[src/rtl/proc_pkg.sv]
// Shared opcode encodings and feeder state type for the instruction-issue engine.
package proc_pkg;

  localparam int unsigned OPC_W = 3;

  localparam logic [OPC_W-1:0] OP_MV   = 3'b000;
  localparam logic [OPC_W-1:0] OP_MVI  = 3'b001;
  localparam logic [OPC_W-1:0] OP_ADD  = 3'b010;
  localparam logic [OPC_W-1:0] OP_SUB  = 3'b011;
  localparam logic [OPC_W-1:0] OP_LD   = 3'b100;
  localparam logic [OPC_W-1:0] OP_HALT = 3'b111;

  typedef enum logic [3:0] {
    IDLE,
    FETCH,
    CAPT,
    IMM_ADDR,
    IMM_CAPT,
    ISSUE,
    OPERAND,
    WAIT_HI,
    WAIT_LO,
    HALTED,
    ERROR
  } feeder_state_t;

endpackage

[src/rtl/proc_feeder.sv]
// Fetches words from a synchronous ROM and drives DIN/Run into the processor,
// pacing each instruction on the processor's Done rise/fall handshake.
module proc_feeder
  import proc_pkg::*;
#(
  parameter int unsigned ADDR_W  = 5,
  parameter int unsigned DATA_W  = 9,
  parameter int unsigned TIMEOUT = 16
) (
  input  logic              Clock,
  input  logic              Reset,
  input  logic              Start,
  output logic [ADDR_W-1:0] Mem_addr,
  input  logic [DATA_W-1:0] Mem_data,
  output logic [DATA_W-1:0] DIN,
  output logic              Run,
  input  logic              Done,
  output logic              Busy,
  output logic              Halted,
  output logic              Error,
  output logic [7:0]        Instr_count
);

  localparam int unsigned TMO_W   = $clog2(TIMEOUT + 1);
  localparam int unsigned OPC_LSB = DATA_W - OPC_W;

  feeder_state_t     state;
  logic [ADDR_W-1:0] pc;
  logic [DATA_W-1:0] ir;
  logic [DATA_W-1:0] imm;
  logic [TMO_W-1:0]  tmo;
  logic [OPC_W-1:0]  rom_opc;
  logic              ir_is_mvi;
  logic              tmo_last;

  assign Mem_addr  = pc;
  assign rom_opc   = Mem_data[DATA_W-1:OPC_LSB];
  assign ir_is_mvi = (ir[DATA_W-1:OPC_LSB] == OP_MVI);
  assign tmo_last  = (tmo == TMO_W'(TIMEOUT - 1));

  always_ff @(posedge Clock or posedge Reset) begin
    if (Reset) begin
      state       <= IDLE;
      pc          <= '0;
      ir          <= '0;
      imm         <= '0;
      tmo         <= '0;
      DIN         <= '0;
      Run         <= 1'b0;
      Busy        <= 1'b0;
      Halted      <= 1'b0;
      Error       <= 1'b0;
      Instr_count <= '0;
    end else begin
      case (state)
        IDLE, HALTED, ERROR: begin
          if (Start) begin
            state       <= FETCH;
            pc          <= '0;
            Instr_count <= '0;
            Busy        <= 1'b1;
            Halted      <= 1'b0;
            Error       <= 1'b0;
          end
        end
        FETCH: state <= CAPT;
        CAPT: begin
          ir <= Mem_data;
          pc <= pc + ADDR_W'(1);
          if (rom_opc == OP_HALT) begin
            state  <= HALTED;
            Halted <= 1'b1;
            Busy   <= 1'b0;
          end else if (rom_opc == OP_MVI) begin
            state <= IMM_ADDR;
          end else begin
            state <= ISSUE;
            DIN   <= Mem_data;
            Run   <= 1'b1;
          end
        end
        IMM_ADDR: state <= IMM_CAPT;
        IMM_CAPT: begin
          imm   <= Mem_data;
          pc    <= pc + ADDR_W'(1);
          state <= ISSUE;
          DIN   <= ir;
          Run   <= 1'b1;
        end
        ISSUE: begin
          state <= OPERAND;
          Run   <= 1'b0;
          DIN   <= ir_is_mvi ? imm : '0;
        end
        // Done may already be high here for single-cycle instructions
        OPERAND: begin
          tmo <= '0;
          if (Done) begin
            state <= WAIT_LO;
            DIN   <= '0;
          end else begin
            state <= WAIT_HI;
          end
        end
        WAIT_HI: begin
          tmo <= tmo + TMO_W'(1);
          if (Done) begin
            state <= WAIT_LO;
            DIN   <= '0;
          end else if (tmo_last) begin
            state <= ERROR;
            Error <= 1'b1;
            Busy  <= 1'b0;
            DIN   <= '0;
          end
        end
        WAIT_LO: begin
          tmo <= tmo + TMO_W'(1);
          if (!Done) begin
            state       <= FETCH;
            Instr_count <= Instr_count + 8'd1;
          end else if (tmo_last) begin
            state <= ERROR;
            Error <= 1'b1;
            Busy  <= 1'b0;
            DIN   <= '0;
          end
        end
        default: state <= IDLE;
      endcase
    end
  end

endmodule

[config.mk]
export PLATFORM = sky130hd
export DESIGN_NAME = proc_feeder
export DESIGN_NICKNAME = d
export VERILOG_FILES = /design/src/rtl/proc_pkg.sv /design/src/rtl/proc_feeder.sv
export SDC_FILE = /design/constraint.sdc
export NUM_CORES = 1
export LEC_CHECK = 0
export BUFFER_PORTS_ARGS = -buffer_cell sky130_fd_sc_hd__buf_4
export CORE_MARGIN = 4
export CORE_UTILIZATION = 55
export DETAILED_ROUTE_END_ITERATION = 10
export PLACE_DENSITY = 0.77
export REMOVE_ABC_BUFFERS = 1
export SYNTH_ARGS = -nofsm -noshare
export SYNTH_HDL_FRONTEND = slang
export SYNTH_SLANG_ARGS = --single-unit
[constraint.sdc]
create_clock -name Clock -period 3.1 [get_ports Clock]
set_clock_uncertainty 0.1 [all_clocks]
set_input_delay 0.155 -clock Clock [delete_from_list [all_inputs] [get_ports Clock]]
set_output_delay 0.155 -clock Clock [all_outputs]
set_load 0.05 [all_outputs]
==> impl_metrics.env <==
export IMPL_status="completed"
export IMPL_hold_viol_final=0
export IMPL_antenna_found_initial=0
export IMPL_min_period_ps=2570
export IMPL_start_util_pct=56.9
export IMPL_cts_made_buffers=5
export IMPL_fin_cells=387
export IMPL_rows=26
export IMPL_insertedDiodeCount=0
export IMPL_cp_required_ps=3230
export IMPL_cts_sinks=53
export IMPL_p_leak_nw=1.47
export IMPL_synth_seq_area_share_pct=45.7
export IMPL_post_cts_buffers=0
export IMPL_first_pass_iters=5
export IMPL_endpoint_kind="flop"
export IMPL_nets=333
export IMPL_fin_setup_tns_ps=0
export IMPL_overflow=0
export IMPL_dieArea_mm2=0.00651
export IMPL_fin_crit_sh_pct=82.9
export IMPL_dr_first_iter_drc_count=246
export IMPL_cts_tree="done"
export IMPL_drt_total_wl_um=6760
export IMPL_synthFlopType="dfrtp_1"
export IMPL_cp_max_fo=24
export IMPL_die_y_um=80.7
export IMPL_grt_pass1_vias=2285
export IMPL_cp_num_buf_inv=1
export IMPL_ioPinCount=39
export IMPL_hold_ws_ps=14.7
export IMPL_cts_root_buffer="clkbuf_8"
export IMPL_die_x_um=80.7
export IMPL_portBuffers=38
export IMPL_ys_seq_elements=53
export IMPL_maxCapViolCount=0
export IMPL_tightest_slew_ps=1110
export IMPL_grt_max_degree=54
export IMPL_setup_viol=0
export IMPL_hpwl_um=4500
export IMPL_grt_use_total_pct=22.5
export IMPL_syn_to_final_growth_pct=16.2
export IMPL_grt_pass1_wl_um=11400
export IMPL_cp_slowest_cell="dfrtp_1"
export IMPL_placed_cells=371
export IMPL_worstHoldPathType="input pin to flop"
export IMPL_final_antenna_net_count=0
export IMPL_gp_congestion=0.913
export IMPL_drcViolationCount=0
export IMPL_grt_setup_unrepaired="no"
export IMPL_p_per_area_mw_per_mm2=1020
export IMPL_worstPathCellList="buf_4 > nand4bb_1 > o211ai_1 > o2bb2ai_2 > or2_1 > o2bb2ai_1"
export IMPL_reg2regPathDepth=6
export IMPL_htreeDepth=2
export IMPL_whs_path_depth=2
export IMPL_critPathMaxStageDelay_ps=850
export IMPL_critical_path_class="flop to flop"
export IMPL_synth_distinct_cells=62
export IMPL_ctsHoldBuffers=8
export IMPL_synth_cell_area_mm2=0.00291
export IMPL_cp_start_kind="flop"
export IMPL_cts_resized=0
export IMPL_drive_above_1_share_pct=20.8
export IMPL_final_max_slew_viol_count=0
export IMPL_vias=2352
export IMPL_synth_edf_count=0
export IMPL_wire_per_inst_um=17.5
export IMPL_synthCells=277
export IMPL_core_area_mm2=0.00511
export IMPL_via_per_inst=6.08
export IMPL_cts_clk_slew_worst_paths_ps=100
export IMPL_yosysWarnings=0
export IMPL_crit_family="flip-flops"
export IMPL_worst_path_stages=6
export IMPL_clk_latency_ps=320
export IMPL_timing_fmax_ghz=0.389
export IMPL_synth_async_reset_ratio_pct=100
export IMPL_vdd_drop_max_mv=0.564
export IMPL_critical_path_arrival_ps=2700
export IMPL_syn_avg_cell_area_um2=10.5
export IMPL_clock_path_buffers=2
export IMPL_maxSlewHeadroom_pct=25.9
==> cell usage in the layout, fill, tap and decap left out, drive strengths merged, types with 4 or more instances in the layout <==
cell	Yosys	routed
a21oi	10	10
a222oi	10	10
a22oi	4	4
and3	4	4
buf	12	42
clkbuf	6	5
dfrtp	53	53
dlygate4sd3	0	8
ha	4	4
inv	8	9
mux2	18	18
nand2	23	23
nand2b	4	4
nand3	7	7
nor2	18	18
nor2b	5	5
nor3	4	4
o2111ai	4	4
o21ai	19	19
o2bb2ai	10	10
xor2	8	8
==> state kept, by name (all words and copies together) (netlist names) <==
name / cells
tmo: 5
ir: 9
imm: 9
DIN: 9
Halted: 1
Error: 1
state: 4
Run: 1
Instr_count: 8
Mem_addr: 5
Busy: 1
==> power by group <==
part | internal, W | switching, W | total, W
combinational | 0.000688 | 0.00106 | 0.00175
sequential | 0.000960 | 0.000332 | 0.00129
clock | 0.000161 | 0.000246 | 0.000407
total | 0.00181 | 0.00164 | 0.00345
==> per-stage QoR <==
step	power [W]	worst slack, ps	instance area [um^2]	util, %
2_1_floorplan	0.00250	318	2800	-
3_3_place_gp	0.00297	716	3210	62.8
3_5_place_dp	0.00304	596	3210	62.8
4_1_cts	0.00346	562	3380	66.1
5_1_grt	0.00371	384	3380	66.1
6_report	0.00345	529	3380	66.1
==> path summary, 6_finish.rpt <==
path                             startpoint     endpoint  slack (ps)
worst max-delay path               state[1]       DIN[3]         530
worst max register to register     state[1]       DIN[3]         530
worst min-delay path            Mem_data[8]       imm[8]          10
max in group asynchronous             Reset          Run        2200
min in group asynchronous             Reset  Mem_addr[0]          20
worst min register to register       imm[8]       imm[8]         400
==> synthesized netlist by cell type, types with 8 or more instances <==
cell type	number	area, um^2
a21oi_1	10	50.1
a222oi_1	10	100
dfrtp_1	53	1330
inv_1	8	30.0
mux2_1	14	158
nand2_1	21	78.8
nor2_1	16	60.1
o21ai_0	10	50.1
o21ai_1	9	45.0
o2bb2ai_1	9	78.8
xor2_1	8	70.1
==> cell type report <==
cell class	count	area, um^2
fillers	426	1730
multi-input cells	197	1440
flip-flops and latches	53	1330
repair buffers	50	395
well taps	70	87.6
clock buffers	5	68.8
inverters	9	33.8
clock inverters	3	21.3
==> logic make-up after synthesis <==
family                     share of synthesized area [%]
AOI/OAI and AO/OA                                   22.1
xor gates and xnor gates                            2.71
adders and majority gates                           1.72
buffers and inverters                               4.87
DFF                                                 45.7
muxes                                               7.32
and+or+nand+nor                                     15.6
==> layer usage <==
layer	up-vias	wire, um	GRT usage [%]
met5	-	0	0
met4	0	64	5.74
met3	9	366	4.26
met2	70	3410	38.7
met1	1151	2920	28.9
li1	1122	-	-
Note: power is estimated with default switching activity, not from simulation.
